[config.mk]
export PLATFORM = sky130hd
export DESIGN_NAME = pmu_rstseq_flat
export DESIGN_NICKNAME = d
export VERILOG_FILES = /design/src/rtl/pmu_rstseq_pkg.sv /design/src/rtl/pmu_rstseq_if.sv /design/src/rtl/pmu_rst_sync.sv /design/src/rtl/pmu_rstseq.sv /design/src/flat_wrapper.sv
export SDC_FILE = /design/constraint.sdc
export NUM_CORES = 1
export LEC_CHECK = 0
export CORE_MARGIN = 1
export CORE_UTILIZATION = 35
export DETAILED_ROUTE_END_ITERATION = 10
export SYNTH_ARGS = -nofsm -noshare
export SYNTH_HDL_FRONTEND = slang
export SYNTH_SLANG_ARGS = --single-unit
[constraint.sdc]
create_clock -name clk_16m -period 2.18 [get_ports clk_16m]
set_input_delay 0.327 -clock clk_16m [delete_from_list [all_inputs] [get_ports clk_16m]]
set_output_delay 0.327 -clock clk_16m [all_outputs]
set_load 0.02 [all_outputs]
[src/rtl/pmu_rstseq_pkg.sv]
`default_nettype none
// ============================================================================
// Module   : pmu_rstseq_pkg
// Purpose  : Shared types, cause codes and sizing helper for the reset sequencer
// Revision : 1.0 - initial release
// ============================================================================
package pmu_rstseq_pkg;

    typedef enum logic [1:0] {
        S_HOLD = 2'd0,
        S_REL  = 2'd1,
        S_RUN  = 2'd2
    } state_e;

    localparam logic [1:0] CAUSE_POR = 2'b00;
    localparam logic [1:0] CAUSE_SYS = 2'b01;
    localparam logic [1:0] CAUSE_DOM = 2'b10;

    // Smallest counter width able to represent max(HOLD, STAGGER)
    function automatic int min_cnt_w(input int hold, input int stagger);
        int m;
        m = (hold > stagger) ? hold : stagger;
        return $clog2(m + 1);
    endfunction

endpackage
`default_nettype wire

[src/rtl/pmu_rstseq_if.sv]
`default_nettype none
// ============================================================================
// Module   : pmu_rstseq_if
// Purpose  : Request/status bundle between the PMU and the reset sequencer
// Revision : 1.0 - initial release
// ============================================================================
interface pmu_rstseq_if #(
    parameter int N_DOM = 4
);
    logic             test_en;
    logic             test_rst_n;
    logic             sys_rst_req;
    logic [N_DOM-1:0] dom_rst_req;
    logic [N_DOM-1:0] sleep_hold;
    logic             cause_clr;
    logic [N_DOM-1:0] rst_n_out;
    logic             seq_busy;
    logic [1:0]       rst_cause;

    modport master (
        output test_en, test_rst_n, sys_rst_req, dom_rst_req, sleep_hold, cause_clr,
        input  rst_n_out, seq_busy, rst_cause
    );

    modport slave (
        input  test_en, test_rst_n, sys_rst_req, dom_rst_req, sleep_hold, cause_clr,
        output rst_n_out, seq_busy, rst_cause
    );
endinterface
`default_nettype wire

[src/rtl/pmu_rst_sync.sv]
`default_nettype none
// ============================================================================
// Module   : pmu_rst_sync
// Purpose  : Multi-stage request synchroniser with single-cycle rising-edge pulse
// Revision : 1.0 - initial release
// ============================================================================
module pmu_rst_sync
    import pmu_rstseq_pkg::*;
#(
    parameter int SYNC_STAGES = 2
) (
    input  logic clk_16m,
    input  logic rst_16m,
    input  logic async_i,
    output logic trig_o
);

    logic [SYNC_STAGES-1:0] sync_q;
    logic                   dly_q;

    always_ff @(posedge clk_16m) begin
        if (rst_16m) begin
            sync_q <= '0;
            dly_q  <= 1'b0;
        end else begin
            sync_q <= {sync_q[SYNC_STAGES-2:0], async_i};
            dly_q  <= sync_q[SYNC_STAGES-1];
        end
    end

    assign trig_o = sync_q[SYNC_STAGES-1] & ~dly_q;

endmodule
`default_nettype wire

[src/rtl/pmu_rstseq.sv]
`default_nettype none
// ============================================================================
// Module   : pmu_rstseq
// Purpose  : Multi-domain reset sequencer with staggered release, sleep holds,
//            test bypass. Define PMU_RSTSEQ_CAUSE_EN to build the cause register.
// Revision : 1.0 - initial release
// ============================================================================
module pmu_rstseq
    import pmu_rstseq_pkg::*;
#(
    parameter int N_DOM       = 4,
    parameter int CNT_W       = 5,
    parameter int HOLD        = 15,
    parameter int STAGGER     = 4,
    parameter int SYNC_STAGES = 2
) (
    input  logic               clk_16m,
    input  logic               rst_16m,
    pmu_rstseq_if.slave        bus
);

    localparam int             IDX_W       = $clog2(N_DOM + 1);
    localparam logic [CNT_W-1:0] C_HOLD_LAST = CNT_W'(HOLD - 1);
    localparam logic [CNT_W-1:0] C_STAG_LAST = CNT_W'(STAGGER - 1);
    localparam logic [IDX_W-1:0] C_IDX_LAST  = IDX_W'(N_DOM - 1);

    if (CNT_W < min_cnt_w(HOLD, STAGGER)) begin : g_cnt_w_chk
        $error("pmu_rstseq: CNT_W too narrow for HOLD/STAGGER");
    end

    logic             sys_trig;
    logic [N_DOM-1:0] dom_trig;
    logic [N_DOM-1:0] dom_low;
    logic [N_DOM-1:0] rst_n_d;
    logic             busy_d;

    state_e           state_q;
    logic [CNT_W-1:0] cnt_q;
    logic [IDX_W-1:0] idx_q;
    logic [N_DOM-1:0] rel_q;
    logic [CNT_W-1:0] dcnt_q [N_DOM];
    logic [N_DOM-1:0] rst_n_q;
    logic             busy_q;

    pmu_rst_sync #(.SYNC_STAGES(SYNC_STAGES)) u_sys_sync (
        .clk_16m (clk_16m),
        .rst_16m (rst_16m),
        .async_i (bus.sys_rst_req),
        .trig_o  (sys_trig)
    );

    for (genvar gi = 0; gi < N_DOM; gi++) begin : g_dom_sync
        pmu_rst_sync #(.SYNC_STAGES(SYNC_STAGES)) u_dom_sync (
            .clk_16m (clk_16m),
            .rst_16m (rst_16m),
            .async_i (bus.dom_rst_req[gi]),
            .trig_o  (dom_trig[gi])
        );
    end

    always_comb begin
        dom_low = '0;
        for (int i = 0; i < N_DOM; i++) begin
            dom_low[i] = (dcnt_q[i] != '0);
        end
    end

    assign rst_n_d = rel_q & ~dom_low & ~bus.sleep_hold;
    assign busy_d  = (state_q != S_RUN);

    // rel_q marks domains released by the sequence; output regs add one stage
    always_ff @(posedge clk_16m) begin
        if (rst_16m) begin
            state_q <= S_HOLD;
            cnt_q   <= '0;
            idx_q   <= '0;
            rel_q   <= '0;
            rst_n_q <= '0;
            busy_q  <= 1'b1;
            for (int i = 0; i < N_DOM; i++) dcnt_q[i] <= '0;
        end else begin
            rst_n_q <= rst_n_d;
            busy_q  <= busy_d;
            if (sys_trig) begin
                state_q <= S_HOLD;
                cnt_q   <= '0;
                idx_q   <= '0;
                rel_q   <= '0;
                for (int i = 0; i < N_DOM; i++) dcnt_q[i] <= '0;
            end else begin
                for (int i = 0; i < N_DOM; i++) begin
                    if (dom_trig[i] && rel_q[i]) begin
                        dcnt_q[i] <= CNT_W'(HOLD);
                    end else if (dom_low[i]) begin
                        dcnt_q[i] <= dcnt_q[i] - CNT_W'(1);
                    end
                end
                case (state_q)
                    S_HOLD: begin
                        if (cnt_q == C_HOLD_LAST) begin
                            rel_q   <= rel_q | N_DOM'(1);
                            cnt_q   <= '0;
                            idx_q   <= IDX_W'(1);
                            state_q <= (N_DOM == 1) ? S_RUN : S_REL;
                        end else begin
                            cnt_q <= cnt_q + CNT_W'(1);
                        end
                    end
                    S_REL: begin
                        if (cnt_q == C_STAG_LAST) begin
                            rel_q <= rel_q | (N_DOM'(1) << idx_q);
                            cnt_q <= '0;
                            idx_q <= idx_q + IDX_W'(1);
                            if (idx_q == C_IDX_LAST) state_q <= S_RUN;
                        end else begin
                            cnt_q <= cnt_q + CNT_W'(1);
                        end
                    end
                    S_RUN:   ;
                    default: state_q <= S_HOLD;
                endcase
            end
        end
    end

    assign bus.rst_n_out = bus.test_en ? {N_DOM{bus.test_rst_n}} : rst_n_q;
    assign bus.seq_busy  = bus.test_en ? 1'b0 : busy_q;

`ifdef PMU_RSTSEQ_CAUSE_EN
    logic [1:0] cause_q;

    always_ff @(posedge clk_16m) begin
        if (rst_16m) begin
            cause_q <= CAUSE_POR;
        end else if (sys_trig) begin
            cause_q <= CAUSE_SYS;
        end else if (|(dom_trig & rel_q)) begin
            cause_q <= CAUSE_DOM;
        end else if (bus.cause_clr) begin
            cause_q <= CAUSE_POR;
        end
    end

    assign bus.rst_cause = cause_q;
`else
    logic unused_cause_clr;
    assign unused_cause_clr = bus.cause_clr;
    assign bus.rst_cause    = CAUSE_POR;
`endif

endmodule
`default_nettype wire

[src/flat_wrapper.sv]
// flat-port wrapper written by rule: the top's interface ports become plain ports
module pmu_rstseq_flat import pmu_rstseq_pkg::*;
#(
    parameter int N_DOM       = 4,
    parameter int CNT_W       = 5,
    parameter int HOLD        = 15,
    parameter int STAGGER     = 4,
    parameter int SYNC_STAGES = 2
)
  (clk_16m, rst_16m, bus_test_en, bus_test_rst_n, bus_sys_rst_req, bus_dom_rst_req, bus_sleep_hold, bus_cause_clr, bus_rst_n_out, bus_seq_busy, bus_rst_cause);
  pmu_rstseq_if #(.N_DOM(N_DOM)) bus_i ();
  input  logic clk_16m;
  input  logic rst_16m;
  input wire logic [$bits(bus_i.test_en)-1:0] bus_test_en;
  input wire logic [$bits(bus_i.test_rst_n)-1:0] bus_test_rst_n;
  input wire logic [$bits(bus_i.sys_rst_req)-1:0] bus_sys_rst_req;
  input wire logic [$bits(bus_i.dom_rst_req)-1:0] bus_dom_rst_req;
  input wire logic [$bits(bus_i.sleep_hold)-1:0] bus_sleep_hold;
  input wire logic [$bits(bus_i.cause_clr)-1:0] bus_cause_clr;
  output wire logic [$bits(bus_i.rst_n_out)-1:0] bus_rst_n_out;
  output wire logic [$bits(bus_i.seq_busy)-1:0] bus_seq_busy;
  output wire logic [$bits(bus_i.rst_cause)-1:0] bus_rst_cause;
  assign bus_i.test_en = bus_test_en;
  assign bus_i.test_rst_n = bus_test_rst_n;
  assign bus_i.sys_rst_req = bus_sys_rst_req;
  assign bus_i.dom_rst_req = bus_dom_rst_req;
  assign bus_i.sleep_hold = bus_sleep_hold;
  assign bus_i.cause_clr = bus_cause_clr;
  assign bus_rst_n_out = bus_i.rst_n_out;
  assign bus_seq_busy = bus_i.seq_busy;
  assign bus_rst_cause = bus_i.rst_cause;
  pmu_rstseq #(.N_DOM(N_DOM), .CNT_W(CNT_W), .HOLD(HOLD), .STAGGER(STAGGER), .SYNC_STAGES(SYNC_STAGES)) u_core (.clk_16m(clk_16m), .rst_16m(rst_16m), .bus(bus_i));
endmodule
==> summary.txt <==
status: complete, no violations
Remaining DRCs: 0
I/O Buffers: 17
min setup slack post-route: 0.186 ns
Layout area overhead: 16.0%
CTS tree: done
Top delay family on crit path: buffers and inverters
CP peak stage delay: 0.62 ns
worst slack at placement: 0.0511 ns
Tmin final: 1.99 ns
Die ar.: 7300 µm²
hold_ws: 0.446 ns
share of the synthesized area in the top cell type: 0.320
most common cell in the netlist: dfxtp_1
Routed WL: 4060 µm
Max-Cap Viols: 0
# setup viols final: 0
Starting Density: 0.361
RSZ-0062 raised after global routing: no
Final GP Congestion: 0.708
Pins Over Slew Limit: 0
# nets final: 297
WP data arrival: 1.67 ns
initial antenna violation count: 0
prevailing post-synth register cell: dfxtp_1
vias per cell: 4.76
IR drop worst, VDD: 0.393 mV
final cell count without fillers: 349
post-synthesis cell count: 245
worst path required time: 1.85 ns
Core Region: 6760 µm²
fin crit share: 0.915
number of H-tree levels: 2
WS Path Type: in2out
worst hold start: u_core.g_dom_sync[1].u_dom_sync.sync_q[0]
fillcell total: 661
fraction of the yosys area taken by sequential cells: 0.505
Placed Area: 2710 µm²
CP dominant cell by count: clkdlybuf4s50_1
setup TNS: 0 ns
vias post-DR: 1662
I/O pin total: 21
Die X: 85.5 µm
Avg WL per Cell: 11.6 µm
vias in the first global route: 1535
HP Class: reg2reg
Worst-path clk slew: 0.09 ns
critical path's slowest cell: clkdlybuf4s50_1
CTS sink cnt: 54
top cells by area, synth: dfxtp_1 32%, edfxtp_1 18%, ha_1 7.7%
global route overflow: 0
Cell Area, Synth: 2440 µm²
Synth Register Bits: 54
reg-to-reg startpoint: u_core.dcnt_q[1][0]
Root Buffer: clkbuf_8
CP endpoint kind: output port
static leakage: 0.00110 µW
PwrDens: 1050 nW/µm²
Buf+Inv Stages, Crit Path: 2
Post-synth EDFFs: 15
crit-path max FO: 6
cts bufs inserted: 5
post-route cell area: 2830 µm²
cell taking the most area after synthesis: dfxtp_1
clk buf depth: 2
top cells by count, synth: 39 x dfxtp_1, 22 x a21oi_1, 19 x inv_1
final setup skew: 0.00776 ns
largest net degree at the start of global routing: 17
post-route ant nets: 0
share of layout cells above drive strength 1: 0.0818
placed insts: 341
first-pass iteration count of the detailed router: 4
GRT Overall Usage: 0.118
Die H: 85.5 µm
final hold violations: 0
Site Rows: 30
global-route wire length before repair: 6780 µm
startpoint types: input port
start point of the critical path: bus_test_en
Cell variety after synth: 37
Async SR Flop Fraction: 0
Warnings, synthesis: 0
# diodes: 0
hpwl dp: 2990 µm
Avg Cell Area, Syn: 9.95 µm²
Fmax: 0.501 GHz
setup bufs post-CTS: 0
1st-iter DRT viols: 58
Skew-Pair Late Insertion Delay: 0.31 ns
cell chain of the critical path: clkdlybuf4s50_1 -> nand2_1 -> o21ai_0 -> clkdlybuf4s50_1
-- final timing paths --
path	to	slack [ns]	cells after the start
hold / removal	u_core.g_dom_sync[1].u_dom_sync.sync_q[1]	0.45	1
setup / recovery	bus_rst_n_out[2]	0.19	4
hold reg to reg	u_core.g_dom_sync[1].u_dom_sync.sync_q[1]	0.45	1
setup reg to reg	u_core.dcnt_q[1][1]	0.25	4
-- where the power goes --
group | switching (µW) | internal, µW
registers | 128 | 1260
logic | 465 | 437
clock network | 321 | 343
total | 914 | 2040
-- layout make-up --
class | instances | area (µm²) | area share
inverters | 19 | 71.3 | 0.0252
clock buffers | 6 | 72.6 | 0.0257
flip-flops and latches | 54 | 1230 | 0.436
multi-input cells | 164 | 1090 | 0.385
repair buffers | 24 | 225 | 0.0797
well taps | 80 | 100 | 0.0354
clock inverters | 2 | 37.5 | 0.0133
-- routing by layer --
metal	global-route usage	vias to the layer above	part of all wire
met5	0	-	0
met4	0.0500	0	0.013
met3	0.0243	4	0.026
met2	0.180	21	0.43
met1	0.162	761	0.53
li1	-	876	-
-- cell families (layout without fill, tap and decap cells) --
family / after synthesis / after routing / synth area share
other cells: 1 / 2 / 0.00154
compound gates: 41 / 41 / 0.0996
fa+ha+maj: 15 / 15 / 0.0770
xor+xnor: 15 / 15 / 0.0539
simple gates: 91 / 91 / 0.213
flops: 54 / 54 / 0.505
buf+inv: 28 / 51 / 0.0498
-- per-stage QoR --
stage,power [µW],util
floorplan,2080,-
global placement,2290,0.402
detailed placement,2320,0.402
CTS,2990,0.418
global route,3160,0.418
finish,2950,0.418
-- sequential cells by signal, indices dropped and copies added (netlist names) --
name and cells:
u_core.dcnt_q 20, u_core.g_dom_sync.u_dom_sync.sync_q 8, u_core.cnt_q 5, u_core.g_dom_sync.u_dom_sync.dly_q 4
u_core.rel_q 4, u_core.rst_n_q 4, u_core.idx_q 3, u_core.state_q 2
u_core.u_sys_sync.sync_q 2, u_core.busy_q 1, u_core.u_sys_sync.dly_q 1
-- cells in the final DEF, fill, tap and decap left out, types with 2 or more instances in the layout --
cell type	synthesis	final
nand4b_1	2	2
nand2_1	15	15
nand3_1	5	5
edfxtp_1	15	15
inv_1	19	19
nor2b_1	18	18
nor4b_1	4	4
o21ai_0	11	11
xor2_1	5	5
and3_1	3	3
or3_1	5	5
dfxtp_1	39	39
buf_4	2	7
conb_1	1	2
nand3b_1	3	3
a211oi_2	2	2
nor2_1	14	14
or2_2	3	3
or4b_1	2	2
nand2b_1	5	5
nor3_1	7	7
xnor2_1	10	10
clkdlybuf4s50_1	0	16
a21oi_1	22	22
ha_1	15	15
o22ai_1	2	2
clkbuf_8	0	5
-- what timing repair did --
action	in CTS	in global routing
gates resized for setup	0	1
endpoints found under the setup margin	0	1
hold buffers	0	0
No activity file was read; power rests on OpenSTA's default activity.
==> patch 1 (config.mk and constraints unchanged) <==
The 3 states of `state_e` get a one-hot encoding in 3 bits.
--- a/src/rtl/pmu_rstseq_pkg.sv
+++ b/src/rtl/pmu_rstseq_pkg.sv
@@ -6,10 +6,10 @@
 // ============================================================================
 package pmu_rstseq_pkg;
 
-    typedef enum logic [1:0] {
-        S_HOLD = 2'd0,
-        S_REL  = 2'd1,
-        S_RUN  = 2'd2
+    typedef enum logic [2:0] {
+        S_HOLD = 3'b001,
+        S_REL  = 3'b010,
+        S_RUN  = 3'b100
     } state_e;
 
     localparam logic [1:0] CAUSE_POR = 2'b00;
Check against the original RTL: no difference found for any inputs over 10 cycles, from zero or initial values and one cycle with rst_16m high; not proved beyond that.
==> patch 1 against the original RTL <==
- synthesized area is 2.7% higher
- sequential cell count is 1 higher
- hold slack hardly changed
- global-route usage is 0.81 points higher
- wire length is 9.3% higher
- clock skew is 0.92 ps lower
- cell area is 2.4% higher
- total power is 3.7% lower
- setup slack worse by 60 ps
- count of clock-buffer cells in the layout is 1 lower
- clock power is 18% lower
==> patch 1: results (changes against the original RTL) <==
OUTCOME='complete, no violations'  # unchanged
CRIT-REG2REG-LAUNCH='u_core.dcnt_q[0][0]'  # was u_core.dcnt_q[1][0]
YOSYS.AREA_SHARE.XOR_XNOR_PCT=5.60  # was 5.39%
IR_DROP_mV=0.320  # was 0.393 mV
DESIGN.FINAL.NETS=306  # was 297
DRT_ITER0_DRC=41  # was 58
SYNTH.TOP_CELLS.BY_COUNT='sky130_fd_sc_hd__dfxtp_1 (40), sky130_fd_sc_hd__inv_1 (19), sky130_fd_sc_hd__nor2b_1 (19)'  # was sky130_fd_sc_hd__dfxtp_1 (39), sky130_fd_sc_hd__a21oi_1 (22), sky130_fd_sc_hd__inv_1 (19)
POWER_DENSITY_nW_PER_UM2=983  # was 1050 nW/um2
NUM-MULTI-INPUT-GATES=172  # was 164
DP.FINAL_HPWL_MM=3.27  # was 2.99 mm
CP_MAX_FO=4  # was 6
NON_CLOCK_BUFFERING_OVERHEAD_IN_THE_FINAL_LAYOUT_PCT=7.69  # was 7.97%
CELLLEAKAGEPOWER_nW=1.10  # about the same
FINAL.CLKBUF_COUNT=5  # was 6
CLOCK-SKEW-FINAL_PS=6.85  # was 7.76 ps
MAXCLOCKFREQUENCY_GHz=0.487  # was 0.501 GHz
CRITICAL_PATH.REG2REG.ENDPOINT='u_core.dcnt_q[2][3]'  # was u_core.dcnt_q[1][1]
SYNTHTOPCELLSBYAREA='sky130_fd_sc_hd__dfxtp_1 (32%), sky130_fd_sc_hd__edfxtp_1 (18%), sky130_fd_sc_hd__ha_1 (7.5%)'  # was sky130_fd_sc_hd__dfxtp_1 (32%), sky130_fd_sc_hd__edfxtp_1 (18%), sky130_fd_sc_hd__ha_1 (7.7%)
CRITPATHCAPTURE='bus_rst_n_out[1]'  # was bus_rst_n_out[2]
RATIO_OF_CELLS_WITH_DRIVE_ABOVE_1_IN_THE_FINAL_LAYOUT_PCT=8.27  # was 8.18%
FRACTION_OF_AREA_IN_MULTI_INPUT_GATES_PCT=39.6  # was 38.5%
POSTPLACECELLAREA_UM2=2810  # was 2710 um2
POST_LAYOUT_NONFILLER_INSTANCES=374  # was 349
N_SEQUENTIAL_CELL=55  # was 54
GRT_PASS1_VIAS=1576  # was 1535
YOSYS.AREA_SHARE.ADDER_PCT=7.50  # was 7.70%
FF_LATCH_AREA_UM2=1250  # was 1230 um2
FF2FF_SETUP_SLACK_PS=380  # was 250 ps
FILLCELLCOUNT=678  # was 661
REG2REGPATHDEPTH=6  # was 4
[patch 1: worst reg2reg max path, stage by stage (launching register included)]
cell                      delay (ps)
sky130_fd_sc_hd__dfxtp_1         340
sky130_fd_sc_hd__inv_1            80
sky130_fd_sc_hd__ha_1            150
sky130_fd_sc_hd__or4b_1          580
sky130_fd_sc_hd__nand2_1         140
sky130_fd_sc_hd__a31o_2          200
sky130_fd_sc_hd__a21oi_1          50
[patch 1: layer usage]
| metal | GRT usage [%] | share of wire [%] | vias to the layer above |
|---|---|---|---|
| met3 | 2.57 | 2.7 | 7 |
| li1 | - | - | 918 |
| met4 | 6.82 | 2.1 | 0 |
| met1 | 16.3 | 51 | 774 |
| met2 | 19.8 | 44 | 24 |
| met5 | 0 | 0 | - |
[patch 1: where the power goes]
group | leakage (nW) | internal [mW] | switching [mW]
registers | 0.496 | 1.28 | 0.132
logic | 0.559 | 0.426 | 0.462
clock network | 0.0477 | 0.221 | 0.323
total | 1.10 | 1.93 | 0.917
==> patch 2 (same settings) <==
Made on the original files. Add a define of `PMU_RSTSEQ_CAUSE_EN`.
--- a/src/rtl/pmu_rstseq.sv
+++ b/src/rtl/pmu_rstseq.sv
@@ -5,6 +5,8 @@
 //            test bypass. Define PMU_RSTSEQ_CAUSE_EN to build the cause register.
 // Revision : 1.0 - initial release
 // ============================================================================
+`define PMU_RSTSEQ_CAUSE_EN
+
 module pmu_rstseq
     import pmu_rstseq_pkg::*;
 #(
Function: changed (a bounded check fails within 4 cycles, from zero or initial values and one cycle with rst_16m high).
==> patch 2 against the original RTL <==
- critical path depth is 2 higher
- total power is 1.1% lower
- setup slack worse by 42 ps
- synthesized area is 1.7% higher
- wire length is 7.5% higher
- cell area is 3.2% higher
- largest power group unchanged
- sequential cell count is 2 higher
- die area is 1.7% higher
==> patch 2: results (changes against the original RTL) <==
OUTCOME='complete, no violations'  # unchanged
GRT_PASS1_VIAS=1614  # was 1535
MASTER_OF_THE_SLOWEST_INSTANCE_ON_THE_CRITICAL_PATH='sky130_fd_sc_hd__or4b_1'  # was sky130_fd_sc_hd__clkdlybuf4s50_1
GP_CONGESTION=0.775  # was 0.708
CRIT_PATH_MAX_INCR_DELAY_PS=500  # was 620 ps
DRT_ITER0_DRC=59  # was 58
PLACEMENT.IO_BUFFERS=20  # was 17
FILLCELLCOUNT=710  # was 661
CP.ARRIVAL_PS=2100  # was 1670 ps
DP.FINAL_HPWL_MM=3.22  # was 2.99 mm
CLOCK-SKEW-FINAL_PS=7.22  # was 7.76 ps
GRT_START_MAX_NET_PINS=23  # was 17
DPL.CELL_COUNT=367  # was 341
POST-PLACE-WS_PS=159  # was 51.1 ps
SYNTH_CELLS=250  # was 245
SYNTH.TOP_CELLS.BY_COUNT='sky130_fd_sc_hd__dfxtp_1 (41), sky130_fd_sc_hd__nor2_1 (22), sky130_fd_sc_hd__a21oi_1 (21), sky130_fd_sc_hd__nor2b_1 (21), sky130_fd_sc_hd__inv_1 (18)'  # was sky130_fd_sc_hd__dfxtp_1 (39), sky130_fd_sc_hd__a21oi_1 (22), sky130_fd_sc_hd__inv_1 (19)
NETLIST-CELL-TYPE-COUNT=34  # was 37
DESIGN.FINAL.NETS=307  # was 297
POST_LAYOUT_NONFILLER_INSTANCES=375  # was 349
RATIO_OF_CELLS_WITH_DRIVE_ABOVE_1_IN_THE_FINAL_LAYOUT_PCT=6.81  # was 8.18%
CELL_AREA_AFTER_LAYOUT_UM2=2920  # was 2830 um2
GRT_UTIL_ALL_LAYERS_PCT=12.9  # was 11.8%
POSTPLACECELLAREA_UM2=2830  # was 2710 um2
CP_MAX_FO=4  # was 6
WIRELENGTH_MM=4.36  # was 4.06 mm
IR_DROP_mV=0.289  # was 0.393 mV
VIAS_PER_CELL=4.64  # was 4.76
SYNTHTOPCELLSBYAREA='sky130_fd_sc_hd__dfxtp_1 (33%), sky130_fd_sc_hd__edfxtp_1 (18%), sky130_fd_sc_hd__ha_1 (7.6%)'  # was sky130_fd_sc_hd__dfxtp_1 (32%), sky130_fd_sc_hd__edfxtp_1 (18%), sky130_fd_sc_hd__ha_1 (7.7%)
SYNTH_FLOP_CELL='sky130_fd_sc_hd__dfxtp_1'  # unchanged
CELLLEAKAGEPOWER_nW=1.13  # was 1.10 nW
[patch 2: kinds of logic after synthesis]
family | after synthesis | share of synthesized area [%]
xor gates and xnor gates | 14 | 4.94
buffers and inverters | 24 | 3.68
and+or+nand+nor | 99 | 22.1
AOI/OAI and AO/OA | 41 | 9.99
adders and majority gates | 15 | 7.57
DFF | 56 | 51.3
muxes | 1 | 0.404
[patch 2: routing by layer]
layer	global-route usage [%]	vias to the layer above	share of wire, %
met5	0	-	0
met4	5.91	0	2.0
met3	3.05	5	3.4
met2	20.3	32	46
met1	16.8	791	49
li1	-	912	-
[patch 2: final timing paths]
path / from / endpoint / slack [ps] / depth (start not counted)
worst max register to register: u_core.dcnt_q[1][0] / u_core.dcnt_q[2][1] / 140 / 6
worst max-delay path: u_core.dcnt_q[1][0] / u_core.dcnt_q[2][1] / 140 / 6
worst min-delay path: u_core.u_sys_sync.sync_q[0] / u_core.u_sys_sync.sync_q[1] / 440 / 1
worst min register to register: u_core.u_sys_sync.sync_q[0] / u_core.u_sys_sync.sync_q[1] / 440 / 1
[patch 2: area by class of cell]
cell class | count | area share (%)
Clock inverter | 3 | 0.686
Inverter | 18 | 2.32
Multi-Input combinational cell | 170 | 38.3
Clock buffer | 5 | 2.36
Sequential cell | 56 | 43.6
Timing Repair Buffer | 27 | 8.66
Tap cell | 96 | 4.12
[patch 2: report_power, final]
| part | internal (mW) | switching, mW |
|---|---|---|
| Combinational | 0.449 | 0.487 |
| Sequential | 1.29 | 0.120 |
| Clock | 0.230 | 0.349 |
| Total | 1.97 | 0.955 |
